<file path="config.mk">
export PLATFORM = sky130hd
export DESIGN_NAME = countdown_timer
export DESIGN_NICKNAME = d
export VERILOG_FILES = /design/src/rtl/timer_pkg.sv /design/src/rtl/tick_prescaler.sv /design/src/rtl/countdown_timer.sv
export SDC_FILE = /design/constraint.sdc
export NUM_CORES = 1
export LEC_CHECK = 0
export ABC_AREA = 1
export BUFFER_PORTS_ARGS = -buffer_cell sky130_fd_sc_hd__buf_2
export CAP_MARGIN = 10
export CORE_ASPECT_RATIO = 0.7
export CORE_UTILIZATION = 59
export DETAILED_ROUTE_END_ITERATION = 16
export MAX_ROUTING_LAYER = met4
export PLACE_DENSITY = 0.79
export SYNTH_ARGS = -nofsm -noshare
export SYNTH_HDL_FRONTEND = slang
export SYNTH_SLANG_ARGS = --single-unit
</file>
<file path="constraint.sdc">
create_clock -name clk -period 2.37 [get_ports clk]
set_input_delay 0.237 -clock clk [delete_from_list [all_inputs] [get_ports clk]]
set_output_delay 0.237 -clock clk [all_outputs]
set_load 0.01 [all_outputs]
</file>
<file path="src/rtl/timer_pkg.sv">
// Types and constants shared by the game's up-counting and down-counting seconds timers.
package timer_pkg;

  typedef enum logic [1:0] {CD_IDLE, CD_RUN, CD_PAUSE, CD_DONE} cd_state_t;

  localparam int unsigned TIMER_CLK_FREQ = 36_000_000;

endpackage

</file>
<file path="src/rtl/tick_prescaler.sv">
// Divides clk down to a one-cycle tick every CLK_FREQ enabled cycles; i_clr restarts the phase.
module tick_prescaler
  import timer_pkg::*;
#(
  parameter int unsigned CLK_FREQ = TIMER_CLK_FREQ
) (
  input  logic clk,
  input  logic rst_n,
  input  logic i_en,
  input  logic i_clr,
  output logic o_tick
);

  localparam int unsigned CW = $clog2(CLK_FREQ);
  localparam logic [CW-1:0] LAST = CW'(CLK_FREQ - 1);

  logic [CW-1:0] cnt_q;

  // Tick marks the enabled cycle in which the counter wraps to zero.
  assign o_tick = i_en && !i_clr && (cnt_q == LAST);

  always_ff @(posedge clk or negedge rst_n) begin
    if (!rst_n) begin
      cnt_q <= '0;
    end else if (i_clr) begin
      cnt_q <= '0;
    end else if (i_en) begin
      cnt_q <= (cnt_q == LAST) ? '0 : cnt_q + 1'b1;
    end
  end

endmodule

</file>
<file path="src/rtl/countdown_timer.sv">
// Seconds down-counter with pause, abort and expiry flag for round/turn time limits.
// Optional COUNTDOWN_AUTO_RELOAD_EN: restart from the last loaded value on expiry.
//
// state    | meaning
// CD_IDLE  | loaded or aborted, waiting for start
// CD_RUN   | counting down once per second
// CD_PAUSE | counting frozen, prescaler phase and remaining held
// CD_DONE  | reached zero, waiting for load/abort
module countdown_timer
  import timer_pkg::*;
#(
  parameter int unsigned TIMER_WIDTH = 16,
  parameter int unsigned CLK_FREQ    = TIMER_CLK_FREQ
) (
  input  logic                   clk,
  input  logic                   rst_n,
  input  logic                   i_load,
  input  logic [TIMER_WIDTH-1:0] i_load_value,
  input  logic                   i_start,
  input  logic                   i_pause,
  input  logic                   i_abort,
  output logic [TIMER_WIDTH-1:0] o_remaining,
  output logic                   o_running,
  output logic                   o_paused,
  output logic                   o_expired,
  output logic                   o_done
);

  cd_state_t state_q, state_d;
  logic [TIMER_WIDTH-1:0] rem_q, rem_d;
  logic [TIMER_WIDTH-1:0] reload_val;
  logic expired_q, expired_d;
  logic running_q, paused_q, done_q;
  logic presc_en, presc_clr, tick;

  // Prescaler control depends only on inputs and state, keeping tick out of any loop.
  assign presc_clr = i_abort || i_load;
  assign presc_en  = ((state_q == CD_RUN) || (state_q == CD_PAUSE)) && !i_pause;

  tick_prescaler #(.CLK_FREQ(CLK_FREQ)) u_prescaler (
    .clk    (clk),
    .rst_n  (rst_n),
    .i_en   (presc_en),
    .i_clr  (presc_clr),
    .o_tick (tick)
  );

`ifdef COUNTDOWN_AUTO_RELOAD_EN
  logic [TIMER_WIDTH-1:0] reload_q;

  always_ff @(posedge clk or negedge rst_n) begin
    if (!rst_n) begin
      reload_q <= '0;
    end else if (!i_abort && i_load) begin
      reload_q <= i_load_value;
    end
  end

  assign reload_val = reload_q;
`else
  assign reload_val = '0;
`endif

  always_comb begin
    state_d   = state_q;
    rem_d     = rem_q;
    expired_d = 1'b0;
    if (i_abort) begin
      state_d = CD_IDLE;
      rem_d   = '0;
    end else if (i_load) begin
      state_d = CD_IDLE;
      rem_d   = i_load_value;
    end else begin
      case (state_q)
        CD_IDLE: begin
          if (i_start) begin
            if (rem_q != '0) begin
              state_d = CD_RUN;
            end else begin
              state_d   = CD_DONE;
              expired_d = 1'b1;
            end
          end
        end
        CD_RUN, CD_PAUSE: begin
          state_d = i_pause ? CD_PAUSE : CD_RUN;
          if (tick && (rem_q != '0)) begin
            if (rem_q == TIMER_WIDTH'(1)) begin
              expired_d = 1'b1;
              // Prescaler wraps to zero on its own here, so reload needs no clear.
              if (reload_val != '0) begin
                rem_d   = reload_val;
                state_d = CD_RUN;
              end else begin
                rem_d   = '0;
                state_d = CD_DONE;
              end
            end else begin
              rem_d = rem_q - TIMER_WIDTH'(1);
            end
          end
        end
        CD_DONE: begin
          rem_d = '0;
        end
        default: begin
          state_d = CD_IDLE;
          rem_d   = '0;
        end
      endcase
    end
  end

  always_ff @(posedge clk or negedge rst_n) begin
    if (!rst_n) begin
      state_q   <= CD_IDLE;
      rem_q     <= '0;
      expired_q <= 1'b0;
      running_q <= 1'b0;
      paused_q  <= 1'b0;
      done_q    <= 1'b0;
    end else begin
      state_q   <= state_d;
      rem_q     <= rem_d;
      expired_q <= expired_d;
      running_q <= (state_d == CD_RUN);
      paused_q  <= (state_d == CD_PAUSE);
      done_q    <= (state_d == CD_DONE);
    end
  end

  assign o_remaining = rem_q;
  assign o_running   = running_q;
  assign o_paused    = paused_q;
  assign o_expired   = expired_q;
  assign o_done      = done_q;

endmodule

</file>
Word-level counts from Yosys, hierarchy flattened. Index checks and enable logic that the tools add are counted.

Reduce and logical (&&, ||, !) cells: 14. $add $sub $neg: 2. Shifts and indexed selects: 0. $mul: 0. Div/mod/pow operators: 0. Muxes and demuxes: 23. Eq/ne operators: 9. Magnitude comparators: 0. Bitwise gates (word level): 0.

Operator list (count): 2-to-1 mux 26 bit (3); 2-to-1 mux 16 bit (4); case mux 16 bit (2 select lines) (1); adder 26 x 1 -> 26 bit, second input constant (1); equality test 26 bit, second input constant (1); equality test 16 x 1 -> 1 bit, second input constant (1); nonzero test 16 bit (1); subtractor 16 x 1 -> 16 bit, second input constant (1); 2-to-1 mux 2 bit (7); equality test 2 bit, second input constant (4); 2-to-1 mux 1 bit (6); equality test 2 x 1 -> 1 bit, second input constant (2); logical AND 1 bit (4); != test 4 bit, second input constant (1); case mux 2 bit (2 select lines) (1); nonzero test 4 bit (1); zero test 1 bit (2); zero test 2 bit (1); logical OR 1 bit (2); case mux 1 bit (2 select lines) (1); AND reduction 2 bit (1); nonzero test 2 bit (1); OR reduction 2 bit (1).

Word-level logic and storage cells: 55. Bits in read-only memories: 0. RAM bits: 0. Output and inout port bits: 20. Bits in latches: 0. Register bits: 48. Memories kept: 0.

Logic depth before layout (Yosys ltp). Gate-level depths: netlist (run 1).

Depth after elaboration: 11. Mapped depth: 13. Gate-level depth less buffers: 12.

Hierarchy. A second synthesis (run 1) with hierarchy kept.

Cells, all modules: 530. Area total of the unflattened synthesis: 3425.8 um^2.

Modules (own cells, without submodules): tick_prescaler (cells each 259, seq. area each 650.6 um^2, instances 1, area each 1773.0 um^2); countdown_timer (cells each 271, seq. area each 550.5 um^2, instances 1, area each 1652.8 um^2).

Worst setup path after synthesis (run 1). Ideal clock, no wire load.

Kind: register to register. From: register state_q[0]. To: register rem_q[6], in the netlist o_remaining[6]. Path slack: 0.606 ns. Path buffers: 1. Setup time: 0.117 ns. Stages on the path, launching flop included: 13. Period minus slack after synthesis: 1.764 ns. Arrival: 1.648 ns. Cells stage by stage: dfrtp_1 > inv_1 > ha_1 > inv_1 > nor2_1 > nand2_1 > a21oi_2 > nand2_2 > nand3_1 > nand2_2 > buf_6 > nand2_1 > nand2_1.

Longest elaborated chain between the ends: 8. Elaborated cells on any way between the ends: 15. Classes of those cells: 4 x eq/ne; 3 x mux; 8 x reduce/logical.

Ends and longest elaborated chain: start: declaration (RTL line countdown_timer.sv:29) `cd_state_t state_q, state_d;`; start signal: assignment (RTL line countdown_timer.sv:124) `state_q <= state_d;`; equality test 2 x 1 -> 1 bit / equality test 2 bit (equally long branches) (RTL line countdown_timer.sv:38, countdown_timer.sv:75); logical OR 1 bit (RTL line countdown_timer.sv:38) `assign presc_en = ((state_q == CD_RUN) || (state_q == CD_PAUSE)) && !i_pause;`; logical AND 1 bit (RTL line countdown_timer.sv:38); logical AND 1 bit (2 in a row) (RTL line tick_prescaler.sv:20) `assign o_tick = i_en && !i_clr && (cnt_q == LAST);`; logical AND 1 bit (RTL line countdown_timer.sv:88) `if (tick && (rem_q != '0)) begin`; != test 4 bit (no source line); AND reduction 2 bit (no source line); end signal: assignment (RTL line countdown_timer.sv:125) `rem_q <= rem_d;`; end: declaration (RTL line countdown_timer.sv:30) `logic [TIMER_WIDTH-1:0] rem_q, rem_d;`.

Parallel ways exist; a longest one is shown, timed or not. A chain may end at the register's enable or synchronous reset.

Worst setup path after layout (run 1). Same ends and word-level chain as after synthesis.

==> results.cfg, run 1 <==
[finish]
drive_gt1_share_pct = 15.0
fin_nets = 555
nFillCells = 469
ff_latch_area_mm2 = 0.00120
antennaDiodeCount = 0
syn2layout_area_growth_pct = 10.7
multi_input_area_mm2 = 0.00183

[hold_path]
hold_depth = 5
min_path_type = in -> reg

[placed_design]
portBuffers = 41
gp_congestion = 0.902
dp_slack_ns = 0.392
dp_hpwl_mm = 5.59

[timing]
finalSetupViolations = 0
rsz0062_at_grt = false
hold_violations = 0
slew_headroom_pct = 66.6
drv_slew = 0
finalSetupTns_ns = 0
fmax_ghz = 0.497
fin_crit_sh_pct = 84.9
max_slew.worst_pin.slew_ns = 0.499
skew_ns = 0.00450
period_needed_ns = 2.01
fin_ws_ns = 0.359

[routing]
wl_per_cell_um = 12.7
ant_nets = 0
routed_wirelength_mm = 7.63
drc = 0
dr.pass1.iters = 5
drt_iter0_drc = 298
vias = 3211
avgViaCountPerCell = 5.35

[synthesis]
synth_commonest_cells = nand2_1 (170), nor2_1 (53), inv_1 (52)
synth_fp_nets = 515
yosysMostFrequentCell = nand2_1
yosys_warnings = 0
synth-seq-cells = 48
synthTopCellsByArea = dfrtp_1 (36%), nand2_1 (19%), nor2_1 (6.0%)
syn_inst = 487
seq_area_frac_synth_pct = 36.1
ys_types = 32
synth-edff-count = 0
synth_area_per_cell_um2 = 6.83
synth_async_sr_flop_share_pct = 100
synth_top_area_share_pct = 36.1
netlist_area_mm2 = 0.00332
synth_ff_type = dfrtp_1
synth.largest_area_cell = dfrtp_1

[critical_path]
cp.arrival_ns = 2.22
worstPathCellList = inv_1 > ha_1 > inv_1 > nor2_1 > nand2_1 > a21oi_2 > nand2_2 > nand3_1 > nand2_2 > nand2_1 > nand2_1
path_class = reg -> reg
cpPeakStageDelay_ns = 0.39
crit_path_end_kind = register
cp_common_cell = nand2_1
reg2reg_depth = 11
worstPathMaxFanout = 16
cp-start-kind = register
worst_path_max_delay_cell = dfrtp_1
required_ns = 2.58

[status]
status = finished, final reports clean

[global_route]
grt-ovfl-total = 0
antenna_found_initial = 0
grt_max_degree = 49
grt_pass1_wl_mm = 13.2
grt_pass1_vias = 2858
grt_usage_pct = 28.6

[clock_network]
clockBufferDepth = 2
cts_sinks = 48
clk_pin_slew_ns = 0.09
ctsResizeCount = 0
clock_latency_ns = 0.30
cts_buffers = 5
cts_tree = built
cts_htree_levels = 2
clockRootBuffer = clkbuf_8

[floorplan]
row_count = 22
design.die.area_mm2 = 0.00594
fp.coreArea_mm2 = 0.00534
start_util_pct = 62.3
die_height_um = 64.8
ios = 42
die_w_um = 91.7

[power_and_ir_drop]
peakVddDrop_v = 0.000356
power_density_mw_per_mm2 = 528
cellLeakagePower_nw = 1.80

[run]
cap_viol_max_count = 0
==> flip-flops by register name (all words and copies together) (netlist names) <==
| register | cells |
|---|---|
| u_prescaler.cnt_q | 26 |
| o_done | 1 |
| o_paused | 1 |
| o_running | 1 |
| o_remaining | 16 |
| state_q | 2 |
| o_expired | 1 |
==> per-layer routing <==
layer	track usage, %	wire length, µm	up-vias
met5	-	0	-
met1	41.9	3830	1464
met4	6.45	44	0
met2	41.6	3190	129
li1	-	-	1613
met3	4.69	553	5
==> per-stage QoR <==
step | area, µm² | cells | hold slack (ns) | total power [W] | utilization [%]
after global placement | 3570 | 591 | 0.244 | 0.00141 | 66.9
final | 3680 | 600 | 0.260 | 0.00194 | 68.9
after detailed placement | 3570 | 591 | 0.244 | 0.00142 | 66.9
after CTS | 3680 | 600 | 0.253 | 0.00195 | 68.9
after floorplan | 3320 | 487 | -0.0586 | 0.00128 | -
after global routing | 3680 | 600 | 0.276 | 0.00206 | 68.9
==> cells in the final DEF, fill, tap and decap left out, drive strengths merged <==
cell / instances
buf: 44
nand3b: 1
nor2: 65
clkinvlp: 2
dlygate4sd3: 1
nand2: 176
o21ai: 18
o22ai: 9
xor2: 16
a21oi: 23
inv: 54
ha: 6
clkinv: 1
nand3: 35
a211oi: 1
dfrtp: 48
nor3: 13
clkbuf: 6
xnor2: 3
nand4: 5
or2: 1
==> cell type report <==
type / instances / share of cell area (%)
well taps: 72 / 2.45
repair buffers: 45 / 6.80
flip-flops and latches: 48 / 32.7
multi-input cells: 372 / 49.8
inverters: 55 / 5.61
clock buffers: 6 / 2.24
clock inverters: 2 / 0.408
==> logic make-up (layout without fill, tap and decap cells) <==
kind of cell	count (synthesis)	after routing	synth area share (%)
buffers and inverters	67	108	8.73
adder cells (fa/ha/maj)	6	6	2.26
AO/OA/AOI/OAI	51	51	8.54
AND/OR/NAND/NOR	296	296	39.3
XOR/XNOR	19	19	5.01
flip-flops	48	48	36.1
==> path summary, 6_finish.rpt <==
path                       slack [ns]                        from                                 to
setup reg to reg                 0.36        state_q[0]$_DFF_PN0_         o_remaining[6]$_DFFE_PN0P_
max in group asynchronous        1.72                       rst_n         o_remaining[2]$_DFFE_PN0P_
min in group asynchronous        0.43                       rst_n  u_prescaler.cnt_q[12]$_DFFE_PN0P_
setup / recovery                 0.36        state_q[0]$_DFF_PN0_         o_remaining[6]$_DFFE_PN0P_
hold reg to reg                  0.54  o_remaining[1]$_DFFE_PN0P_         o_remaining[1]$_DFFE_PN0P_
hold / removal                   0.26            i_load_value[10]        o_remaining[10]$_DFFE_PN0P_
==> what timing repair did <==
action                                  in CTS  in global routing
hold buffers                                 1                  0
setup buffers                                0                  0
endpoints found under the setup margin       0                  0
hold endpoints to repair                    48                  0
==> worst max-delay path: cells and delay by family (launching register included) <==
family | cells | cell delay, ns
AND/OR/NAND/NOR | 7 | 0.88
AO/OA/AOI/OAI | 1 | 0.15
adder cells (fa/ha/maj) | 1 | 0.35
flip-flops | 1 | 0.39
buffers and inverters | 2 | 0.15
==> power by group <==
group,internal (W),switching (W)
Sequential,0.000856,0.0000583
Combinational,0.000176,0.000321
Clock,0.000237,0.000295
No activity file was read; power rests on OpenSTA's default activity.
==> run 2: changes to the inputs <==
--- a/config.mk
+++ b/config.mk
@@ -5,14 +5,14 @@
 export SDC_FILE = /design/constraint.sdc
 export NUM_CORES = 1
 export LEC_CHECK = 0
-export ABC_AREA = 1
+export ABC_AREA = 0
 export BUFFER_PORTS_ARGS = -buffer_cell sky130_fd_sc_hd__buf_2
 export CAP_MARGIN = 10
 export CORE_ASPECT_RATIO = 0.7
-export CORE_UTILIZATION = 59
+export CORE_UTILIZATION = 58
 export DETAILED_ROUTE_END_ITERATION = 16
 export MAX_ROUTING_LAYER = met4
-export PLACE_DENSITY = 0.79
+export PLACE_DENSITY = 0.78
 export SYNTH_ARGS = -nofsm -noshare
 export SYNTH_HDL_FRONTEND = slang
 export SYNTH_SLANG_ARGS = --single-unit
==> constraint.sdc (replaced) <==
create_clock -name clk -period 2.03 [get_ports clk]
set_input_delay 0.203 -clock clk [delete_from_list [all_inputs] [get_ports clk]]
set_output_delay 0.203 -clock clk [all_outputs]
set_load 0.01 [all_outputs]
==> results.cfg, run 2 <==
[status]
status = complete, but fails checks
violations = hold timing, setup timing

[floorplan]
ios = 42
fp.coreArea_mm2 = 0.00531
die_height_um = 64.6
design.die.area_mm2 = 0.00591
die_w_um = 91.5
start_util_pct = 61.2
row_count = 22

[clock_network]
cts_buffers = 5
clockBufferDepth = 2
cts_sinks = 48
clockRootBuffer = clkbuf_8
clock_latency_ns = 0.32
clk_pin_slew_ns = 0.10
cts_tree = built
postCtsHoldBufs = 0
cts_htree_levels = 2

[timing]
hold_violations = 30
fmax_ghz = 0.469
fin_ws_ns = -0.101
period_needed_ns = 2.13
finalSetupViolations = 18
fin_crit_sh_pct = 105
rsz0062_at_grt = true
skew_ns = 0.0135
max_slew.worst_pin.slew_ns = 0.611
drv_slew = 0
holdWs_ns = -0.0394
slew_headroom_pct = 59.3

[routing]
avgViaCountPerCell = 6.84
drc = 0
vias = 3761
dr.pass1.iters = 5
routed_wirelength_mm = 10.8
ant_nets = 0
drt_iter0_drc = 535
wl_per_cell_um = 19.6

[run]
cap_viol_max_count = 0

[synthesis]
synth-edff-count = 0
seq_area_frac_synth_pct = 36.9
synthTopCellsByArea = dfrtp_1 (37%), nand2_1 (3.9%), a31oi_1 (3.8%)
yosys_warnings = 0
syn_inst = 374
synth_top_area_share_pct = 36.9
synth_async_sr_flop_share_pct = 100
yosysMostFrequentCell = dfrtp_1
synth_ff_type = dfrtp_1
synth_area_per_cell_um2 = 8.69
ys_types = 56
synth_fp_nets = 402
synth_commonest_cells = dfrtp_1 (48), nand2_1 (34), nor2_1 (29)
netlist_area_mm2 = 0.00325
synth-seq-cells = 48
synth.largest_area_cell = dfrtp_1

[hold_path]
min_path_type = in -> async

[finish]
nFillCells = 353
largest_reg_flops = 26
layout_commonest_cell = buf_4
multi_input_area_mm2 = 0.00203
ff_latch_area_mm2 = 0.00120
antennaDiodeCount = 0
drive_gt1_share_pct = 36.8
final_cell_mix = buf_4 (77), dfrtp_1 (46), buf_2 (41)
fin_nets = 505
syn2layout_area_growth_pct = 31.8
top_register = u_prescaler.cnt_q

[critical_path]
crit_path_end_kind = register
path_class = reg -> reg
required_ns = 2.24
cp.arrival_ns = 2.34
worstPathMaxFanout = 5
cp-start-kind = register

[global_route]
grt_pass1_vias = 3401
grt_max_degree = 49
grt_pass1_wl_mm = 17.2
grt_usage_pct = 38.8
antenna_found_initial = 0
grt-ovfl-total = 0

[power_and_ir_drop]
peakVddDrop_v = 0.000410
power_density_mw_per_mm2 = 578
total_power_w = 0.00248
cellLeakagePower_nw = 1.85

[placed_design]
portBuffers = 41
dp_hpwl_mm = 7.35
gp_congestion = 0.995
==> run 2: cell types whose count changed after synthesis, sizes merged, moves of 8 or more <==
cell,change
a21oi,-9
a31oi,+20
clkbuf,+14
inv,-43
nand2,-142
nand3,-11
nand4,+9
nor2,-33
nor4,+13
o211ai,+8
o21ai,-11
o221ai,+10
or3,+12
xor2,-13
==> run 2: worst paths after layout <==
kind | startpoint | endpoint | slack, ns | depth (start not counted)
min in group clk | i_load_value[6] | o_remaining[6]$_DFFE_PN0P_ | 0.18 | 3
max in group asynchronous | rst_n | u_prescaler.cnt_q[25]$_DFFE_PN0P_ | 1.62 | 2
min reg2reg | u_prescaler.cnt_q[23]$_DFFE_PN0P_ | u_prescaler.cnt_q[23]$_DFFE_PN0P_ | 0.54 | 1
min | rst_n | o_remaining[7]$_DFFE_PN0P_ | -0.04 | 2
max | o_remaining[0]$_DFFE_PN0P_ | o_remaining[1]$_DFFE_PN0P_ | -0.10 | 7
max reg2reg | o_remaining[0]$_DFFE_PN0P_ | o_remaining[1]$_DFFE_PN0P_ | -0.10 | 7
==> run 2: per-stage QoR <==
stage               area [µm²]  setup TNS, ns  setup WS (ns)  util [%]  std cells
finish                    4290          -1.11         -0.101      80.7        550
floorplan                 3280         -0.807         -0.117         -        374
global route              4290          -2.55         -0.170      80.7        550
CTS                       4210         -0.208        -0.0551      79.2        548
detailed placement        3980          -2.18         -0.210      74.9        533
global placement          3980         -0.976        -0.0957      74.9        533
==> run 2: repair_timing <==
item                       in CTS  in global routing
pin swaps                      14                  1
resized for setup              20                 14
gates cloned                    1                  0
setup buffers                   6                  2
setup endpoints to repair      22                 43
==> run 2: critical path: stages (launching register included) <==
cell and delay [ns]:
dfrtp_1 0.45, inv_2 0.11, ha_4 0.13, or4b_4 0.49, nor4_4 0.21, or3_4 0.24
o21ai_4 0.08, mux2_4 0.31
==> run 2: report_power, final <==
| group | leakage [nW] | internal (W) | switching [W] | total, W |
|---|---|---|---|---|
| Combinational | 1.14 | 0.000355 | 0.000458 | 0.000812 |
| Clock | 0.0510 | 0.000273 | 0.000350 | 0.000623 |
| Sequential | 0.653 | 0.00100 | 0.0000415 | 0.00104 |
==> run 2: metal layers <==
metal | routed length [µm] | GRT usage, % | vias to the layer above
li1 | - | - | 1655
met1 | 4660 | 55.0 | 1777
met2 | 4500 | 55.3 | 288
met3 | 1360 | 10.2 | 41
met4 | 261 | 10.1 | 0
met5 | 0 | - | -
==> run 2: final cells by class <==
type	count	share of cell area (%)
repair buffers	121	19.3
clock buffers	6	1.93
flip-flops and latches	48	28.1
well taps	72	2.10
clock inverters	2	0.234
inverters	11	0.964
multi-input cells	290	47.4
==> run 2: kinds of logic after synthesis <==
| logic type | Yosys count | share of synthesized area [%] |
|---|---|---|
| xor gates and xnor gates | 4 | 1.08 |
| muxes | 4 | 1.54 |
| DFF | 48 | 36.9 |
| adders and majority gates | 6 | 2.31 |
| AOI/OAI and AO/OA | 95 | 21.2 |
| and+or+nand+nor | 180 | 31.1 |
| buffers and inverters | 37 | 5.81 |
